--- config.mk ---
export PLATFORM = sky130hd
export DESIGN_NAME = pet_event_scheduler
export DESIGN_NICKNAME = d
export VERILOG_FILES = /design/src/rtl/pet_evt_pkg.sv /design/src/rtl/pet_prio_enc.sv /design/src/rtl/pet_event_scheduler.sv
export SDC_FILE = /design/constraint.sdc
export NUM_CORES = 1
export LEC_CHECK = 0
export BUFFER_PORTS_ARGS = -buffer_cell sky130_fd_sc_hd__buf_2
export CAP_MARGIN = 40
export CORE_UTILIZATION = 57
export DETAILED_ROUTE_END_ITERATION = 10
export MAX_ROUTING_LAYER = met4
export PLACE_DENSITY = 0.79
export SETUP_SLACK_MARGIN = 0.05
export SKIP_LAST_GASP = 1
export SLEW_MARGIN = 40
export SYNTH_ARGS = -nofsm -noshare
export SYNTH_HDL_FRONTEND = slang
export SYNTH_SLANG_ARGS = --single-unit
--- constraint.sdc ---
create_clock -name clk -period 5.4 [get_ports clk]
set_input_delay 0 -clock clk [delete_from_list [all_inputs] [get_ports clk]]
set_output_delay 0 -clock clk [all_outputs]
set_load 0.05 [all_outputs]
--- src/rtl/pet_evt_pkg.sv ---
// Shared event ids, widths and FSM encoding for the pet event scheduler.
package pet_evt_pkg;

    localparam int ID_W = 3;

    localparam int EV_AWAKING = 0;
    localparam int EV_PRESSED = 1;
    localparam int EV_TOUCHED = 2;
    localparam int EV_PETTING = 3;
    localparam int EV_UP      = 4;
    localparam int EV_DOWN    = 5;
    localparam int EV_LEFT    = 6;
    localparam int EV_RIGHT   = 7;

    typedef enum logic [1:0] {
        IDLE     = 2'd0,
        OFFER    = 2'd1,
        COOLDOWN = 2'd2
    } sched_state_t;

endpackage

--- src/rtl/pet_prio_enc.sv ---
// Lowest-set-bit priority encoder: bit 0 wins.
module pet_prio_enc
    import pet_evt_pkg::*;
#(
    parameter int N_SRC = 8
) (
    input  logic [N_SRC-1:0] req,
    output logic [ID_W-1:0]  idx,
    output logic             any_set
);

    always_comb begin
        idx     = '0;
        any_set = |req;
        for (int i = N_SRC - 1; i >= 0; i--) begin
            if (req[i]) idx = ID_W'(i);
        end
    end

endmodule

--- src/rtl/pet_event_scheduler.sv ---
// Latches sensor event pulses and dispatches them one at a time by fixed
// priority over valid/ready, with a cooldown gap after each accepted event.
module pet_event_scheduler
    import pet_evt_pkg::*;
#(
    parameter int N_SRC        = 8,
    parameter int COOLDOWN_CYC = 25_000_000,
    parameter int CNT_W        = 25
) (
    input  logic             clk,
    input  logic             rst_n,
    input  logic [N_SRC-1:0] ev_pulse,
    input  logic             enable,
    output logic             ev_valid,
    output logic [ID_W-1:0]  ev_id,
    input  logic             ev_ready,
    output logic [N_SRC-1:0] pending,
    output logic             busy,
    output logic [7:0]       drop_cnt
);

    localparam logic [CNT_W-1:0] CD_LAST =
        (COOLDOWN_CYC == 0) ? '0 : CNT_W'(COOLDOWN_CYC - 1);

    sched_state_t      state, state_nxt;
    logic [CNT_W-1:0]  cd_cnt;
    logic [ID_W-1:0]   sel_id;
    logic              sel_any;
    logic              hs;
    logic [N_SRC-1:0]  set_v, clr_v, dup_v, pending_nxt;
    logic [8:0]        drop_sum;
    logic [7:0]        drop_nxt;

    pet_prio_enc #(.N_SRC(N_SRC)) u_prio (
        .req     (pending),
        .idx     (sel_id),
        .any_set (sel_any)
    );

    assign hs = ev_valid & ev_ready;

    // A pulse landing on a bit being cleared this cycle re-arms it and is not a drop.
    always_comb begin
        clr_v = '0;
        if (hs) clr_v[ev_id] = 1'b1;
        set_v       = enable ? ev_pulse : '0;
        dup_v       = set_v & pending & ~clr_v;
        pending_nxt = (pending & ~clr_v) | set_v;
        drop_sum    = {1'b0, drop_cnt} + 9'($countones(dup_v));
        drop_nxt    = drop_sum[8] ? 8'hFF : drop_sum[7:0];
    end

    always_ff @(posedge clk) begin
        if (!rst_n) begin
            state    <= IDLE;
            cd_cnt   <= '0;
            ev_id    <= '0;
            pending  <= '0;
            drop_cnt <= '0;
        end else begin
            state    <= state_nxt;
            pending  <= pending_nxt;
            drop_cnt <= drop_nxt;
            if (state == IDLE && enable && sel_any) ev_id <= sel_id;
            if (hs)                        cd_cnt <= '0;
            else if (state == COOLDOWN)    cd_cnt <= cd_cnt + 1'b1;
        end
    end

    always_comb begin
        state_nxt = state;
        case (state)
            IDLE:     if (enable && sel_any) state_nxt = OFFER;
            OFFER:    if (ev_ready) state_nxt = (COOLDOWN_CYC == 0) ? IDLE : COOLDOWN;
            COOLDOWN: if (cd_cnt == CD_LAST) state_nxt = IDLE;
            default:  state_nxt = IDLE;
        endcase
    end

    always_comb begin
        ev_valid = (state == OFFER);
        busy     = (state != IDLE);
    end

endmodule

==> results of run 1 <==
-- cells by family (layout without fill, tap and decap cells) --
kind of cell / after synthesis / count (layout) / share of synthesized area (%)
AOI/OAI and AO/OA: 73 / 73 / 18.50
xor gates and xnor gates: 12 / 12 / 4.268
adders and majority gates: 12 / 12 / 7.622
buffers and inverters: 17 / 55 / 3.811
DFF: 46 / 46 / 37.40
muxes: 1 / 1 / 0.4065
and+or+nand+nor: 122 / 122 / 28.00
-- stage by stage --
stage | instance area [um^2] | std cells
final | 2808 | 371
after global placement | 2621 | 355
after detailed placement | 2621 | 355
after global routing | 2808 | 371
after CTS | 2808 | 371
after floorplan | 2462 | 283
-- critical path, cell delays in order, from the launching register on --
cell	delay, ps
dfxtp_1	380
nand3b_1	220
or2_2	320
o31ai_1	260
nor2_1	110
fa_1	510
inv_1	60
fa_1	520
inv_1	50
fa_1	500
fa_1	480
fa_1	410
a21o_1	190
a21oi_1	140
buf_4	160
nor2_1	90
a211o_1	290
-- state kept, by name, indices dropped and copies added, names as in the netlist --
| signal | flops |
|---|---|
| cd_cnt | 25 |
| drop_cnt | 8 |
| pending | 8 |
| ev_id | 3 |
| state | 2 |
-- synth_stat cells, drive strengths merged --
cell type	count
o21ai	18
or4	8
nor4	6
o31ai	6
clkinv	1
xor2	7
clkbuf	4
buf	7
a41oi	1
o211ai	2
ha	7
o21a	6
o32ai	1
and4b	1
o41ai	1
a2111oi	1
and3b	1
and4	4
and3	3
nand4b	1
o31a	2
dfxtp	46
o21bai	1
inv	5
nor2	25
a21o	2
xnor2	5
nor3b	2
fa	5
nand4	16
and2	5
mux2i	1
nand2b	3
nor3	1
a211oi	6
a31oi	1
nor2b	5
nand3b	2
or3	5
a21oi	23
or2	4
a211o	2
nand2	21
nand3	9
-- worst paths after layout --
check,start,to,slack [ps],cells past startpoint
worst max register to register,state[1],drop_cnt[5],590,16
worst min register to register,cd_cnt[24],cd_cnt[24],490,2
worst max-delay path,state[1],drop_cnt[5],590,16
worst min-delay path,ev_ready,state[0],20,3
-- cells in the final DEF, fill, tap and decap left out, drive strengths merged, types with 5 or more instances in the layout --
cell / netlist / routed
dlygate4sd3: 0 / 8
nor2: 25 / 25
nand4: 16 / 16
a21oi: 23 / 23
nor4: 6 / 6
and2: 5 / 5
o31ai: 6 / 6
fa: 5 / 5
o21a: 6 / 6
o21ai: 18 / 18
xnor2: 5 / 5
nor2b: 5 / 5
dfxtp: 46 / 46
inv: 5 / 5
a211oi: 6 / 6
buf: 7 / 33
clkbuf: 4 / 7
nand2: 21 / 21
ha: 7 / 7
xor2: 7 / 7
or4: 8 / 8
nand3: 9 / 9
or3: 5 / 5
-- per-layer routing --
metal / wire, um / global-route usage (%)
met5: 0 / -
met4: 96 / 9.574
met3: 226 / 5.236
met2: 2670 / 44.68
met1: 2449 / 30.51
-- layout make-up --
type | instances | area (um^2) | area share, %
multi-input cells | 220 | 1448 | 51.56
flip-flops and latches | 46 | 920.9 | 32.80
repair buffers | 41 | 247.7 | 8.824
clock buffers | 7 | 76.32 | 2.718
well taps | 50 | 62.56 | 2.228
clock inverters | 1 | 30.03 | 1.070
inverters | 6 | 22.52 | 0.8021
-- where the power goes --
group | switching [mW] | total (mW) | internal, mW
combinational | 0.0868 | 0.128 | 0.0416
clock | 0.114 | 0.252 | 0.139
sequential | 0.0151 | 0.366 | 0.351
total | 0.216 | 0.747 | 0.531
==> results.md, run 1 <==
* Status: complete, no violations
* Fillers at 345
* Cell area after synthesis at 2462 um^2
* Fmax at 0.2080 GHz
* Flops & latches, synth at 46
* Worst endpoint data arrival time at 5000 ps
* TNS Setup at 0 ps
* Finish-stage setup viols at 0
* CTS sink count at 46
* Die ar. at 4587 um^2
* Die Ht at 67.73 um
* Setup CP Type: reg -> reg
* Final Hold Slack at 19.27 ps
* Unrepaired setup endpoints after global routing: no
* Max-slew violations at 0
* Post-CTS Repair Setup Buffers at 0
* Post-CTS resize count at 0
* Area leader, netlist: dfxtp_1
* Slew headroom at 50.11%
* Mapped Nets at 307
* Diode count at 0
* Clk buf depth at 2
* CP max FO at 9
* CTS buffer count at 5
* GRT overflow at 0
* Final HPWL DP at 3868 um
* Post-Route Skew at 8.501 ps
* Seq/Total Area, Yosys at 37.40%
* Avg Vias per Cell at 6.073
* Mapped Avg Cell Area at 8.701 um^2
* # H-tree levels at 2
* 1st-pass router iterations at 5
* Number of global-route vias before repair at 2016
* Total power at 0.7467 mW
* Synth cell types at 53
* Root Driver: clkbuf_8
* Synth-to-layout area growth at 14.02%
* Worst-path clk slew at 90 ps
* Max Cap Violations at 0
* Worst Setup End Kind: flip-flop
* Crit share post-route at 89.01%
* Place WS at 627.5 ps
* Final ANT Viol Nets at 0
* Tightest Pin Transition at 746.6 ps
* Synth top area share at 37.40%
* Layout cells sized above 1 at 15.26%
* Placer Congestion at 0.8466
* Layout Utilization at 68.71%
* CTS tree: done
* Hold Vio Cnt, Final at 0
* Crit start category: flip-flop
* Top post-synthesis cells by area: dfxtp_1 37%, a21oi_1 4.7%, fa_1 4.1%
* Die width at 67.73 um
* Via count at 2253
* Leak at 1.111 nW
* Remaining DRCs at 0
* Number of cell rows at 23
* Mapped Cells at 283
* Total Routing Usage GR at 26.36%
* Worst skew pair latency at 300 ps
* Post-CTS Hold Fix Bufs at 8
* First-pass GRT wire length at 8728 um
* Pwr dens at 265.9 nW/um^2
* # IOs at 33
* Pin count of the biggest net entering global routing at 24
* Worst hold path class: in -> reg
* Starting Density at 60.26%
* WL/cell at 14.67 um
* Final #Nets at 344
* IO buf count at 32
* Maximum VDD drop at 0.2020 mV
* Crit path time final at 4807 ps
* Area of the core at 4086 um^2
* Ys Warns at 0
* 1st-iter DRT viols at 146
* Initial antenna violation count at 0
* Final wirelength at 5442 um
* Post-route setup slack at 593.4 ps
* CP Data Required Time at 5590 ps
No activity file was read; power rests on OpenSTA's default activity.
==> inputs of run 2 (changes only) <==
Settings changed: CORE_UTILIZATION 57 to 48, PLACE_DENSITY 0.79 to 0.68.
==> run 2 against run 1 <==
- first-iteration DRC count is 28% lower
- critical path type unchanged
- count of clock-buffer cells in the layout unchanged
- flip-flop and latch count stayed put
- hold slack gained 4.1 ps
- setup slack worse by 36 ps
==> results.md, run 2 (same netlist as run 1, synthesis figures left out) <==
* Number of global-route vias before repair at 1975 (-2.0%)
* Post-CTS Hold Fix Bufs at 8 (unchanged)
* GRT overflow at 0 (unchanged)
* Initial antenna violation count at 0 (unchanged)
* Sequential Area at 920.9 um^2 (unchanged)
* TNS Setup at 0 ps (unchanged)
* Finish-stage setup viols at 0 (unchanged)
* 1st-pass router iterations at 4 (-1)
* CTS sink count at 46 (unchanged)
* Hold Vio Cnt, Final at 0 (unchanged)
* Worst endpoint data arrival time at 5030 ps (+30 ps)
* Worst r2r dst: drop_cnt[5]
* Max-slew violations at 0 (unchanged)
* # IOs at 33 (unchanged)
* CP Data Required Time at 5590 ps (about the same)
* CTS tree: done
* Crit path time final at 4842 ps (+35.75 ps)
* Die Ht at 73.63 um (+8.7%)
* Critical Path Stages at 16 (unchanged)
* Placer Congestion at 0.8366 (-1.2%)
* Synth-to-layout area growth at 14.28%
* Critical Path Max Stage Delay at 530 ps (about the same)
* # H-tree levels at 2 (unchanged)
* Diode count at 0 (unchanged)
* Worst path bufs/invs at 3 (unchanged)
* Final wirelength at 5354 um (-1.6%)
* 1st-iter DRT viols at 105 (-28%)
* Largest Register: cd_cnt
* Most common cell on crit path: fa_1
* Crit start category: flip-flop
* IO buf count at 32 (unchanged)
* Crit path max-delay family: adder cells
* Clk buf depth at 2 (unchanged)
* Via count at 2219 (-1.5%)
* Layout Utilization at 58.42% (-10 points)
* Top flop regs: cd_cnt (25), drop_cnt (8), pending (8)
* CTS buffer count at 5 (unchanged)
* Most common library cell in the layout ignoring fill and taps: dfxtp_1
* Final #Nets at 344 (unchanged)
* Maximum VDD drop at 0.1715 mV (-15%)
* Met1 Wirelength at 2387 um (-2.5%)
* Max Cap Violations at 0 (unchanged)
* Avg Vias per Cell at 5.719 (-5.8%)
* Worst-path clk slew at 80 ps (about the same)
* Status: complete, no violations
* Met3 Wirelength at 189 um (-16%)
* R2R Setup Slk at 560 ps (-40 ps)
* Crit share post-route at 89.67% (+0.66 points)
* Die ar. at 5421 um^2 (+18%)
* Pwr dens at 252.6 nW/um^2 (-5.0%)
* Highest Signal Layer: met4
* Worst skew pair latency at 300 ps (about the same)
* Multi-input gate area at 1448 um^2 (unchanged)
* CP Cell Sequence: nand3b_1 -> or2_2 -> o31ai_1 -> nor2_1 -> fa_1 -> inv_1 -> fa_1 -> inv_1 -> fa_1 -> fa_1 -> fa_1 -> a21o_1 -> a21oi_1 -> buf_4 -> nor2_1 -> a211o_1
* Unrepaired setup endpoints after global routing: no
* Leak at 1.107 nW (-0.38%)
* Final ANT Viol Nets at 0 (unchanged)
* Final HPWL DP at 3913 um (+1.2%)
* Crit path max-delay cell type: fa_1
* Post-CTS Repair Setup Buffers at 0 (unchanged)
* Worst hold path class: in -> reg
* Pin count of the biggest net entering global routing at 24 (unchanged)
* Post-CTS resize count at 0 (unchanged)
* First-pass GRT wire length at 8818 um (+1.0%)
* Number of cell rows at 25 (+8.7%)
* Met2 WL at 2722 um (+1.9%)
* Max reg flops at 25 (unchanged)
* Fmax at 0.2065 GHz (-0.74%)
* Highest-count cells in the layout ignoring fill and taps: 46 x dfxtp_1, 32 x buf_2, 25 x nor2_1, 23 x a21oi_1, 21 x nand2_1
* Area of the core at 4817 um^2 (+18%)
* Worst Setup End Kind: flip-flop
* CP max FO at 9 (unchanged)
* Layout cells sized above 1 at 15.58% (+0.31 points)
* Tightest Pin Transition at 758.5 ps (+11.89 ps)
* Slew headroom at 49.31% (-0.79 points)
* Die width at 73.63 um (+8.7%)
* Total power at 0.7108 mW (-4.8%)
* Total Routing Usage GR at 21.84% (-4.5 points)
* Critical Path Sink: drop_cnt[5]
* Remaining DRCs at 0 (unchanged)
* Critical Path Start: state[1]
* Worst-case reg-to-reg path depth at 16 (unchanged)
* Post-Route Skew at 8.067 ps (-0.4336 ps)
* WL/cell at 13.80 um (-5.9%)
* Worst r2r src: state[1]
* Starting Density at 51.12% (-9.1 points)
* Root Driver: clkbuf_8
* Setup CP Type: reg -> reg
* Fillers at 462 (+34%)
-- run 2: cell types whose count changed in the layout (fill, tap and decap cells not counted), sizes merged --
cell	previous run	this run
bufinv	1	0
clkinv	1	2
-- run 2: worst reg2reg max path: stages (launching register included) --
cell and delay (ps):
dfxtp_1 370, nand3b_1 210, or2_2 330, o31ai_1 280, nor2_1 120, fa_1 510, inv_1 50, fa_1 530
inv_1 60, fa_1 500, fa_1 490, fa_1 420, a21o_1 190, a21oi_1 150, buf_4 160, nor2_1 80
a211o_1 290
-- run 2: cell type report --
cell class / count / area share, %
repair buffers: 41 / 8.804
multi-input cells: 220 / 51.45
clock inverters: 1 / 0.1779
well taps: 67 / 2.979
clock buffers: 7 / 3.068
flip-flops and latches: 46 / 32.73
inverters: 6 / 0.8004
-- run 2: worst min path at each step --
stage	from	endpoint	slack [ps]	depth (start not counted)
after floorplan	ev_pulse[4]	pending[4]	160	2
after detailed placement	ev_pulse[7]	pending[7]	280	3
after global placement	ev_pulse[7]	pending[7]	280	3
after global routing	rst_n	drop_cnt[0]	20	2
final	ev_ready	state[0]	20	3
after CTS	ev_ready	state[0]	20	3
-- run 2: layer usage --
metal,vias up,GRT usage (%)
met5,-,-
met4,0,5.556
met3,5,5.075
met2,45,36.90
met1,1044,26.15
li1,1125,-
-- run 2: through the flow --
step	instances	setup WS [ps]	instance area [um^2]	hold WS, ps
6_report	388	557.7	2814	23.36
5_1_grt	388	323.2	2814	23.02
4_1_cts	388	555.6	2814	16.07
3_5_place_dp	372	572.4	2643	280.1
3_3_place_gp	372	676.3	2643	277.6
2_1_floorplan	283	647.0	2462	161.1
-- run 2: power by group --
group	switching (mW)	total, mW	internal (mW)	leakage [nW]
clock	0.115	0.218	0.103	0.0482
sequential	0.0141	0.365	0.351	0.373
combinational	0.0865	0.128	0.0411	0.686
total	0.215	0.711	0.495	1.11
==> inputs of run 3 (changes only) <==
Settings changed: CELL_PAD_IN_SITES_DETAIL_PLACEMENT from default to 1, CELL_PAD_IN_SITES_GLOBAL_PLACEMENT from default to 1, CORE_UTILIZATION 48 to 43, PLACE_DENSITY 0.68 to default, PLACE_DENSITY_LB_ADDON from default to 0.1.
==> run 3 against run 2 <==
- power is 1.3% higher
- register-to-register slack got worse by 30 ps
- clock power up 2%
- sequential power is essentially flat
- wire length is 15% higher
- non-clock buffer count increased by 1
- critical endpoint unchanged
- largest cell class unchanged
- largest power group unchanged
==> results.md, run 3 (same netlist as run 1, synthesis figures left out) <==
* Status: complete, no violations
* # IOs at 33 (unchanged)
* Worst Setup End Kind: flip-flop
* Die width at 77.68 um (+5.5%)
* CP max FO at 9 (unchanged)
* # H-tree levels at 2 (unchanged)
* Starting Density at 44.72% (-6.4 points)
* Hold Startpoint: ev_ready
* Initial antenna violation count at 0 (unchanged)
* Leak at 1.113 nW (+0.55%)
* GRT overflow at 0 (unchanged)
* 1st-iter DRT viols at 61 (-42%)
* IO buf count at 32 (unchanged)
* Crit path time final at 4874 ps (+31.96 ps)
* Comb power frac at 18.3% (+0.4 points)
* Post-route setup slack at 525.7 ps (-31.96 ps)
* GRT met3 Usage at 4.353% (-0.72 points)
* Crit start category: flip-flop
* CP Data Required Time at 5600 ps (about the same)
* Highest-count cells in the layout ignoring fill and taps: 46 x dfxtp_1, 32 x buf_2, 25 x nor2_1, 23 x a21oi_1, 21 x nand2_1
* Max Cap Violations at 0 (unchanged)
* Number of global-route vias before repair at 2295 (+16%)
* TNS Setup at 0 ps (unchanged)
* Finish-stage setup viols at 0 (unchanged)
* Worst hold path class: in -> reg
* Die Ht at 77.68 um (+5.5%)
* Diode count at 0 (unchanged)
* Final HPWL DP at 4602 um (+18%)
* Total Routing Usage GR at 23.03% (+1.2 points)
* Fmax at 0.2052 GHz (-0.66%)
* Remaining DRCs at 0 (unchanged)
* Met2 usage at 40.44% (+3.5 points)
* Crit share post-route at 90.26% (+0.59 points)
* CTS sink count at 46 (unchanged)
* Setup CP Type: reg -> reg
* Root Driver: clkbuf_8
* Place WS at 552.2 ps (-20.22 ps)
* Flop pwr share at 50.8% (-0.5 points)
* Hold Vio Cnt, Final at 0 (unchanged)
* CTS tree: done
* Top flop regs: cd_cnt (25), drop_cnt (8), pending (8)
* Via count at 2282 (+2.8%)
* Critical Path Start: state[1]
* Maximum VDD drop at 0.1311 mV (-24%)
* Power Internal at 0.4971 mW (+0.34%)
* Pwr dens at 254.3 nW/um^2 (+0.70%)
* Clock network fraction of total power at 30.9% (+0.2 points)
* Final #Nets at 345 (+0.29%)
* Worst r2r src: state[1]
* 1st-pass router iterations at 4 (unchanged)
* CTS buffer count at 5 (unchanged)
* R2R Setup Slk at 530 ps (-30 ps)
* Tightest Pin Transition at 536.6 ps (-221.8 ps)
* Die ar. at 6033 um^2 (+11%)
* Grt met1 use at 26.17% (about the same)
* Number of cell rows at 27 (+8.0%)
* Final wirelength at 6183 um (+15%)
* Sw power at 0.2230 mW (+3.6%)
* Final ANT Viol Nets at 0 (unchanged)
* Most common library cell in the layout ignoring fill and taps: dfxtp_1
* Slew headroom at 64.00% (+15 points)
* Avg Vias per Cell at 5.792 (+1.3%)
* Max-slew violations at 0 (unchanged)
* Clk buf depth at 2 (unchanged)
* Largest Register: cd_cnt
* Max reg flops at 25 (unchanged)
* Synth-to-layout area growth at 14.99%
* Post-Route Skew at 9.253 ps (+1.186 ps)
* WL/cell at 15.69 um (+14%)
* Placer Congestion at 0.7792 (-6.9%)
* First-pass GRT wire length at 10670 um (+21%)
* Layout cells sized above 1 at 15.84% (+0.26 points)
* Unrepaired setup endpoints after global routing: no
* Area of the core at 5507 um^2 (+14%)
* Worst skew pair latency at 310 ps (about the same)
* Busiest grt layer: met2
* Worst-path clk slew at 90 ps (about the same)
* Worst endpoint data arrival time at 5070 ps (+40 ps)
* Pin count of the biggest net entering global routing at 24 (unchanged)
* Net Sw Frac at 30.97% (+0.67 points)
[run 3: worst max-delay path, cell delays in order, from the launching register on]
cell	delay [ps]
dfxtp_1	380
nand3b_1	220
or2_2	330
o31ai_1	300
nor2_1	120
fa_1	510
inv_1	50
fa_1	520
inv_1	60
fa_1	500
fa_1	490
fa_1	420
a21o_1	190
a21oi_1	130
buf_4	160
nor2_1	90
a211o_1	290
[run 3: metal layers]
layer | part of all wire [%] | vias to the layer above
met5 | 0 | -
met4 | 1.7 | 0
met3 | 2.8 | 8
met2 | 51 | 37
met1 | 45 | 1112
li1 | - | 1125
[run 3: layout make-up]
cell class / instances / area (um^2)
Timing Repair Buffer: 42 / 259.0
Inverter: 6 / 22.52
Fill cell: 667 / 2675
Tap cell: 72 / 90.09
Clock inverter: 1 / 5.005
Multi-Input combinational cell: 220 / 1448
Clock buffer: 7 / 86.33
Sequential cell: 46 / 920.9
[run 3: path summary, 6_finish.rpt]
kind / cells past startpoint / to
min reg2reg: 2 / cd_cnt[24]
min: 3 / state[0]
max: 16 / drop_cnt[5]
max reg2reg: 16 / drop_cnt[5]
[run 3: timing repair]
action / CTS / global route
endpoints found under the hold margin: 8 / 0
buffers inserted: 0 / 0
hold buffers: 8 / 0
gates resized for setup: 0 / 0
setup endpoints to repair: 0 / 0
[run 3: through the flow]
step / cell area, um^2 / std cells / hold WS (ps) / total power [mW] / utilization [%]
3_5_place_dp: 2649 / 377 / 276.9 / 0.5002 / 48.10
5_1_grt: 2831 / 394 / 19.93 / 0.7600 / 51.42
4_1_cts: 2820 / 393 / 9.506 / 0.7284 / 51.22
2_1_floorplan: 2462 / 283 / 161.1 / 0.4675 / -
3_3_place_gp: 2649 / 377 / 281.2 / 0.4975 / 48.10
6_report: 2831 / 394 / 11.70 / 0.7202 / 51.42
[run 3: power groups by stage]
stage | Sequential, mW | Clock, mW | Combinational [mW]
2_1_floorplan | 0.404 | 0 | 0.0633
3_3_place_gp | 0.374 | 0 | 0.124
6_report | 0.365 | 0.223 | 0.132
5_1_grt | 0.368 | 0.246 | 0.147
3_5_place_dp | 0.373 | 0 | 0.127
4_1_cts | 0.365 | 0.231 | 0.132
